$ cat config.mk
export PLATFORM = sky130hd
export DESIGN_NAME = fp32_mac_core
export DESIGN_NICKNAME = d
export VERILOG_FILES = /design/src/rtl/fp32_mac_core.sv
export SDC_FILE = /design/constraint.sdc
export NUM_CORES = 2
export LEC_CHECK = 0
export CAP_MARGIN = 20
export CORE_AREA = 2 2 338 340
export DETAILED_ROUTE_END_ITERATION = 8
export DIE_AREA = 0 0 340 342
export HOLD_SLACK_MARGIN = 0.12
export REMOVE_ABC_BUFFERS = 1
export SLEW_MARGIN = 20
export SYNTH_ARGS = -nofsm -noshare
export SYNTH_HDL_FRONTEND = slang
export SYNTH_SLANG_ARGS = --single-unit
$ cat constraint.sdc
create_clock -name CLK_I -period 22.7 [get_ports CLK_I]
set_input_delay 4.54 -clock CLK_I [delete_from_list [all_inputs] [get_ports CLK_I]]
set_output_delay 4.54 -clock CLK_I [all_outputs]
set_load 0.05 [all_outputs]
$ cat src/rtl/fp32_mac_core.sv
// Multi-cycle single-issue fused-style multiply-add: R = round(round(A*B) + C), binary32, RNE.
// Sits between the UART receive frame and the transmit handshake; one operation in flight at a time.
module fp32_mac_core #(
   parameter logic [31:0] CANON_NAN = 32'h7FC00000
) (
   input  logic        CLK_I,
   input  logic        RSTL_I,
   input  logic        IN_VALID_I,
   input  logic [95:0] IN_DATA_I,
   output logic        IN_READY_O,
   output logic        OUT_VALID_O,
   input  logic        OUT_READY_I,
   output logic [31:0] OUT_DATA_O,
   output logic        OVERRUN_O
);

   typedef enum logic [2:0] {
      IDLE, MUL, PRND, ALIGN, ADD, NORM, RND, HOLD
   } state_t;

   state_t state, state_next;

   logic valid_prev;
   logic rise;

   logic [31:0] a_q, b_q, c_q;
   logic        spec_q;
   logic [31:0] spec_val_q;
   logic        prod_sign_q;
   logic signed [10:0] pexp_q;
   logic [47:0] pman_q;
   logic signed [10:0] re_q;
   logic [23:0] rm_q;
   logic [26:0] al_lg_q, al_sm_q;
   logic signed [10:0] al_exp_q;
   logic        al_sign_q, al_sub_q;
   logic [27:0] sum_q;
   logic        sum_zero_q;
   logic [26:0] norm_q;
   logic signed [10:0] norm_exp_q;
   logic [31:0] res_q;

   // Only a fresh 0->1 of the frame-valid level starts work; valid_prev resets high.
   assign rise       = IN_VALID_I & ~valid_prev;
   assign IN_READY_O = (state == IDLE);

   always_ff @(posedge CLK_I or negedge RSTL_I) begin
      if (!RSTL_I) state <= IDLE;
      else         state <= state_next;
   end

   always_comb begin
      state_next = state;
      case (state)
         IDLE:    if (rise) state_next = MUL;
         MUL:     state_next = PRND;
         PRND:    state_next = ALIGN;
         ALIGN:   state_next = ADD;
         ADD:     state_next = NORM;
         NORM:    state_next = RND;
         RND:     state_next = HOLD;
         HOLD:    if (OUT_VALID_O && OUT_READY_I) state_next = IDLE;
         default: state_next = IDLE;
      endcase
   end

   // ---------------- MUL: operand classification and raw product ----------------
   logic        a_zero, b_zero, c_zero, a_inf, b_inf, c_inf, a_nan, b_nan, c_nan;
   logic        mul_sign, mul_spec;
   logic [31:0] mul_spec_val;
   logic [47:0] mul_man;
   logic signed [10:0] mul_exp;

   assign a_zero   = (a_q[30:23] == 8'h00);
   assign b_zero   = (b_q[30:23] == 8'h00);
   assign c_zero   = (c_q[30:23] == 8'h00);
   assign a_inf    = (a_q[30:23] == 8'hFF) && (a_q[22:0] == 23'd0);
   assign b_inf    = (b_q[30:23] == 8'hFF) && (b_q[22:0] == 23'd0);
   assign c_inf    = (c_q[30:23] == 8'hFF) && (c_q[22:0] == 23'd0);
   assign a_nan    = (a_q[30:23] == 8'hFF) && (a_q[22:0] != 23'd0);
   assign b_nan    = (b_q[30:23] == 8'hFF) && (b_q[22:0] != 23'd0);
   assign c_nan    = (c_q[30:23] == 8'hFF) && (c_q[22:0] != 23'd0);
   assign mul_sign = a_q[31] ^ b_q[31];
   assign mul_man  = {1'b1, a_q[22:0]} * {1'b1, b_q[22:0]};
   assign mul_exp  = $signed({3'b000, a_q[30:23]}) + $signed({3'b000, b_q[30:23]}) - 11'sd127;

   // A zero product passes C straight through, so a zero C keeps its own sign.
   always_comb begin
      mul_spec     = 1'b1;
      mul_spec_val = CANON_NAN;
      if (a_nan || b_nan || c_nan || (a_inf && b_zero) || (b_inf && a_zero) ||
          ((a_inf || b_inf) && c_inf && (mul_sign != c_q[31])))
         mul_spec_val = CANON_NAN;
      else if (a_inf || b_inf)
         mul_spec_val = {mul_sign, 8'hFF, 23'd0};
      else if (c_inf)
         mul_spec_val = {c_q[31], 8'hFF, 23'd0};
      else if (a_zero || b_zero)
         mul_spec_val = c_zero ? {c_q[31], 31'd0} : c_q;
      else begin
         mul_spec     = 1'b0;
         mul_spec_val = 32'd0;
      end
   end

   // ---------------- PRND: normalise and round the product to 24 bits ----------------
   logic [23:0] pr_m;
   logic        pr_g, pr_st, pr_inc;
   logic [24:0] pr_m25;
   logic signed [10:0] pr_e;
   logic [23:0] prnd_m;
   logic signed [10:0] prnd_e;

   always_comb begin
      if (pman_q[47]) begin
         pr_m  = pman_q[47:24];
         pr_g  = pman_q[23];
         pr_st = |pman_q[22:0];
         pr_e  = pexp_q + 11'sd1;
      end else begin
         pr_m  = pman_q[46:23];
         pr_g  = pman_q[22];
         pr_st = |pman_q[21:0];
         pr_e  = pexp_q;
      end
      pr_inc = pr_g & (pr_st | pr_m[0]);
      pr_m25 = {1'b0, pr_m} + {24'd0, pr_inc};
      if (pr_m25[24]) begin
         prnd_m = pr_m25[24:1];
         prnd_e = pr_e + 11'sd1;
      end else begin
         prnd_m = pr_m25[23:0];
         prnd_e = pr_e;
      end
   end

   // ---------------- ALIGN: order by magnitude, shift the smaller with G/R/S ----------------
   logic signed [10:0] c_exp, lg_e, sm_e, al_diff;
   logic [23:0] c_man, lg_m, sm_m;
   logic        lg_s, sm_s, c_bigger;
   logic [53:0] al_wide;
   logic [26:0] al_small;

   assign c_exp    = $signed({3'b000, c_q[30:23]});
   assign c_man    = c_zero ? 24'd0 : {1'b1, c_q[22:0]};
   assign c_bigger = (c_man != 24'd0) && ((c_exp > re_q) || ((c_exp == re_q) && (c_man > rm_q)));

   always_comb begin
      if (c_bigger) begin
         lg_m = c_man;  lg_e = c_exp; lg_s = c_q[31];
         sm_m = rm_q;   sm_e = re_q;  sm_s = prod_sign_q;
      end else begin
         lg_m = rm_q;   lg_e = re_q;  lg_s = prod_sign_q;
         sm_m = c_man;  sm_e = c_exp; sm_s = c_q[31];
      end
      al_diff = lg_e - sm_e;
      al_wide = 54'd0;
      if (al_diff >= 11'sd27) begin
         al_small = {26'd0, |sm_m};
      end else begin
         al_wide  = {sm_m, 3'b000, 27'd0} >> al_diff[4:0];
         al_small = {al_wide[53:28], al_wide[27] | (|al_wide[26:0])};
      end
   end

   // ---------------- ADD: signed-magnitude add/subtract ----------------
   logic [27:0] add_sum;

   assign add_sum = al_sub_q ? ({1'b0, al_lg_q} - {1'b0, al_sm_q})
                             : ({1'b0, al_lg_q} + {1'b0, al_sm_q});

   // ---------------- NORM: carry-out right shift or leading-zero left shift ----------------
   logic [4:0]  norm_lz;
   logic [26:0] norm_n;
   logic signed [10:0] norm_e;

   always_comb begin
      norm_lz = 5'd27;
      for (int i = 0; i < 27; i++)
         if (sum_q[i]) norm_lz = 5'(26 - i);
      if (sum_q[27]) begin
         norm_n = {sum_q[27:2], sum_q[1] | sum_q[0]};
         norm_e = al_exp_q + 11'sd1;
      end else begin
         norm_n = sum_q[26:0] << norm_lz;
         norm_e = al_exp_q - $signed({6'd0, norm_lz});
      end
   end

   // ---------------- RND: final rounding, range check, packing ----------------
   logic [23:0] rn_m, rnd_m;
   logic        rn_inc;
   logic [24:0] rn_m25;
   logic signed [10:0] rnd_e;
   logic [31:0] rnd_res;

   always_comb begin
      rn_m   = norm_q[26:3];
      rn_inc = norm_q[2] & (norm_q[1] | norm_q[0] | rn_m[0]);
      rn_m25 = {1'b0, rn_m} + {24'd0, rn_inc};
      if (rn_m25[24]) begin
         rnd_m = rn_m25[24:1];
         rnd_e = norm_exp_q + 11'sd1;
      end else begin
         rnd_m = rn_m25[23:0];
         rnd_e = norm_exp_q;
      end
      if (spec_q)
         rnd_res = spec_val_q;
      else if (sum_zero_q)
         rnd_res = 32'd0;
      else if (rnd_e >= 11'sd255)
         rnd_res = {al_sign_q, 8'hFF, 23'd0};
      else if (rnd_e <= 11'sd0)
         rnd_res = {al_sign_q, 31'd0};
      else
         rnd_res = {al_sign_q, rnd_e[7:0], rnd_m[22:0]};
   end

   always_ff @(posedge CLK_I or negedge RSTL_I) begin
      if (!RSTL_I) begin
         a_q         <= '0;
         b_q         <= '0;
         c_q         <= '0;
         spec_q      <= 1'b0;
         spec_val_q  <= '0;
         prod_sign_q <= 1'b0;
         pexp_q      <= '0;
         pman_q      <= '0;
         re_q        <= '0;
         rm_q        <= '0;
         al_lg_q     <= '0;
         al_sm_q     <= '0;
         al_exp_q    <= '0;
         al_sign_q   <= 1'b0;
         al_sub_q    <= 1'b0;
         sum_q       <= '0;
         sum_zero_q  <= 1'b0;
         norm_q      <= '0;
         norm_exp_q  <= '0;
         res_q       <= '0;
      end else begin
         case (state)
            IDLE: if (rise) begin
               a_q <= IN_DATA_I[31:0];
               b_q <= IN_DATA_I[63:32];
               c_q <= IN_DATA_I[95:64];
            end
            MUL: begin
               spec_q      <= mul_spec;
               spec_val_q  <= mul_spec_val;
               prod_sign_q <= mul_sign;
               pexp_q      <= mul_exp;
               pman_q      <= mul_man;
            end
            PRND: begin
               re_q <= prnd_e;
               rm_q <= prnd_m;
            end
            ALIGN: begin
               al_lg_q   <= {lg_m, 3'b000};
               al_sm_q   <= al_small;
               al_exp_q  <= lg_e;
               al_sign_q <= lg_s;
               al_sub_q  <= (lg_s != sm_s);
            end
            ADD: begin
               sum_q      <= add_sum;
               sum_zero_q <= (add_sum == 28'd0);
            end
            NORM: begin
               norm_q     <= norm_n;
               norm_exp_q <= norm_e;
            end
            RND: res_q <= rnd_res;
            default: ;
         endcase
      end
   end

   // The result register is published on the first HOLD edge, so valid rises at k+7.
   always_ff @(posedge CLK_I or negedge RSTL_I) begin
      if (!RSTL_I) begin
         valid_prev  <= 1'b1;
         OVERRUN_O   <= 1'b0;
         OUT_VALID_O <= 1'b0;
         OUT_DATA_O  <= '0;
      end else begin
         valid_prev <= IN_VALID_I;
         if (rise && (state != IDLE))
            OVERRUN_O <= 1'b1;
         if (state == HOLD) begin
            if (!OUT_VALID_O) begin
               OUT_VALID_O <= 1'b1;
               OUT_DATA_O  <= res_q;
            end else if (OUT_READY_I) begin
               OUT_VALID_O <= 1'b0;
            end
         end
      end
   end

endmodule

==> key figures <==
Final layout
  • Share of cells above drive strength 1: 7.61%
  • Layout area overhead: 10.5%
  • Post-route design area: 0.0495 sq mm
  • Nets: 5,864

Floorplanning
  • Core Area: 0.113 sq mm
  • Chip width: 340 um
  • Rows: 124
  • Initial Util: 39.6%
  • Die area: 0.116 sq mm
  • Top Ports: 135
  • Die Y: 342 um

Synthesis
  • Cell taking the most area after synthesis: dfrtp_1
  • Post-Synth XOR/XNOR Area: 3.03%
  • Syn Inst Count: 5,015
  • Synth area leaders: dfrtp_1 (24%), fa_1 (22%), ha_1 (8.0%), nand2_1 (6.1%), inv_1 (5.6%)
  • Multiplexer share of the synthesized area: 7.10%
  • Synth Area in Adders: 29.7%
  • Post-synth EDFFs: 0
  • Seq cells post-synth: 424
  • Simple-Gate Fraction of Synth Area: 16.3%
  • Cell Area, Synth: 0.0448 sq mm
  • Synth cell types: 85
  • Synth top area share: 23.6%
  • Top FF cell, synth: dfrtp_1
  • Syn_area_per_cell: 8.94 sq um
  • Largest family of logic cells by synthesized area: adder cells
  • Synth warn: 0
  • Register area share after synthesis: 23.7%
  • Share of flip-flops with an asynchronous set or reset: 100%
  • Compound-cell area share of the yosys netlist: 12.2%

Clock network
  • H-tree Lvls: 2
  • CTS sink count: 424
  • Total CTS buffers: 53
  • CTS tree: done
  • Worst skew pair latency: 0.65 ns
  • Hold buffer count at CTS: 0
  • Clock transition at path regs: 0.06 ns
  • CTS Buffer Depth: 3
  • # Post-CTS Setup Buffers: 0
  • Post-CTS Resized: 0
  • Root Buffer: clkbuf_16

Pwr
  • Sw Pwr: 4.23 mW
  • Comb pwr share: 70.1%
  • Pint: 3.77 mW
  • Seq pwr share: 18.4%
  • Sw Share: 52.9%
  • PwrDens: 162 mW/mm^2
  • Pleak: 23.1 nW
  • Clock network power share: 11.4%
  • Max VDD drop: 0.129 mV

Placement
  • Dpl hpwl: 101,000 um
  • Buffers on Ports: 134
  • Final RePlAce weighted congestion: 0.964
  • Post-place instance area: 0.0476 sq mm

Setup path
  • Most used cell, CP: fa_1
  • Critical-path top delay cell: dfrtp_1
  • WS Path Type: flop to flop
  • CP max FO: 26
  • Worst-case reg-to-reg path depth: 26
  • Crit path max-delay family: adder cells
  • Worst Setup EP: pman_q[47]
  • Slowest stage delay, CP: 1.03 ns
  • Stages on the worst setup path: 26
  • Startpoint types: flop
  • R2R Path End: pman_q[47]
  • Reg2Reg Setup Slack: 13.90 ns
  • CP Data Arrival Time: 9.36 ns
  • Buffers and inverters on the worst path: 3
  • CP required: 23.27 ns
  • Critical Path Sink Type: flop
  • Worst reg2reg path startpoint: b_q[4]
  • Worst Setup SP: b_q[4]

STA
  • Setup violators final: 0
  • Final Max Slew Viols: 0
  • Setup Skew: 0.0239 ns
  • Unrepaired setup endpoints after global routing: false
  • Setup TNS: 0 ns
  • Crit share post-route: 38.8%
  • Relative slew slack: 23.6%
  • Max Freq: 0.114 GHz
  • Minimum clock period: 8.80 ns
  • Hold Violations, Final: 0
  • Worst Tran Pin Value: 1.14 ns

Status
  • Run status: complete, no violations

Run
  • Max_cap viols: 0

Drt
  • Drt drc: 0
  • Vias per cell: 5.37
  • First-pass DRT Iterations: 6
  • Routed length per placed instance: 20.1 um
  • Via count: 35,200
  • Starting DRT DRC Count: 2,667
  • Detail Route Antenna Nets: 0
  • Routed Wire Length: 132,000 um

Hold path
  • Hold Path Class: flop to flop

Global route
  • First-pass GRT wire length: 209,000 um
  • Final global-route overflow total: 0
  • Largest net degree at the start of global routing: 152
  • Vias in the first global route: 35,800
  • Tot GR Track Use: 22.8%
  • Initial antenna violation count: 2
[power groups by stage]
stage                     Combinational, mW  Sequential (mW)  Clock [mW]
after floorplan                        3.78             1.46           0
after global placement                 5.54             1.48           0
after detailed placement               5.59             1.48           0
after CTS                              5.61             1.47       0.936
after global routing                   6.24             1.52       0.966
final                                  5.61             1.48       0.915
[worst min-delay path by stage]
stage,start,end,cells past startpoint
floorplan,spec_val_q[23],spec_val_q[23],2
global placement,OVERRUN_O,OVERRUN_O,1
global route,OVERRUN_O,OVERRUN_O,1
finish,res_q[23],res_q[23],2
detailed placement,OVERRUN_O,OVERRUN_O,1
CTS,OVERRUN_O,OVERRUN_O,1
[stage by stage]
stage / worst slack, ns / power [mW] / utilization [%] / instances / hold slack, ns
floorplan: 14.64 / 5.24 / - / 4730 / 0.439
global placement: 14.14 / 7.02 / 42.1 / 6449 / 0.453
detailed placement: 13.86 / 7.07 / 42.1 / 6449 / 0.458
CTS: 13.82 / 8.02 / 43.8 / 6547 / 0.474
global route: 13.28 / 8.73 / 43.8 / 6547 / 0.483
finish: 13.90 / 8.00 / 43.8 / 6548 / 0.470
[flip-flops by register name, indices dropped and copies added, names as in the netlist, 3 cells and up]
signal	cells
al_lg_q	24
b_q	32
state	3
a_q	32
norm_q	27
al_sm_q	27
c_q	32
res_q	32
sum_q	28
al_exp_q	11
pexp_q	10
re_q	11
OUT_DATA_O	32
pman_q	48
rm_q	24
spec_val_q	32
norm_exp_q	11
[cells in the final DEF, fill, tap and decap left out, types with 14 or more instances in the layout]
cell type,count
nor2b_1,18
o31ai_1,19
nand4_1,47
fa_1,485
dfrtp_1,422
and2_1,252
or2_2,14
nor3_1,56
clkbuf_16,53
a31oi_1,37
a211oi_1,26
nor4_1,57
inv_1,665
o21ai_0,267
mux2_2,159
a22o_1,33
o22ai_1,39
nand3_1,58
buf_4,72
o21bai_1,21
nand2_1,725
a21o_1,39
and3_1,30
ha_1,287
mux2i_1,104
nand2b_1,22
a21oi_1,216
xor2_1,65
clkdlybuf4s50_1,133
mux4_2,15
or3_1,19
a22oi_1,44
xnor2_1,89
nor2_1,220
[synthesized netlist by cell type, types with 104 or more instances]
cell and instances:
a21oi_1 218, and2_1 252, clkbuf_1 255, dfrtp_1 423, fa_1 485, ha_1 287
inv_1 665, mux2_2 159, mux2i_1 104, nand2_1 726, nor2_1 222, o21ai_0 267
[logic make-up after synthesis]
family	after synthesis
simple gates	1558
buf+inv	952
compound gates	874
fa+ha+maj	773
flops	424
mux	279
xor+xnor	155
[worst reg2reg max path, delay by kind of cell (launching register included)]
kind / cells / cell delay, ns
fa+ha+maj: 8 / 3.48
compound gates: 9 / 2.72
simple gates: 6 / 1.36
flops: 1 / 1.03
buf+inv: 3 / 0.15
[area by class of cell]
cell class                 count  area (sq um)
sequential                   424         10600
antenna                        1          2.50
inverter                     667          2500
timing repair buffer         207          1910
multi-input combinational   3639         30700
fill                       11200         63600
tap                         1512          1890
clock inverter                29           420
clock buffer                  69          1470
[metal layers]
metal	share of wire [%]	wire (um)	vias up	GRT usage (%)
met3	5.3	6960	200	3.00
met1	44	57800	17500	30.3
li1	-	-	16500	-
met4	3.0	4000	2	6.97
met5	0.0091	12	-	0
met2	48	62800	984	38.7
(Power assumes the default switching activity.)
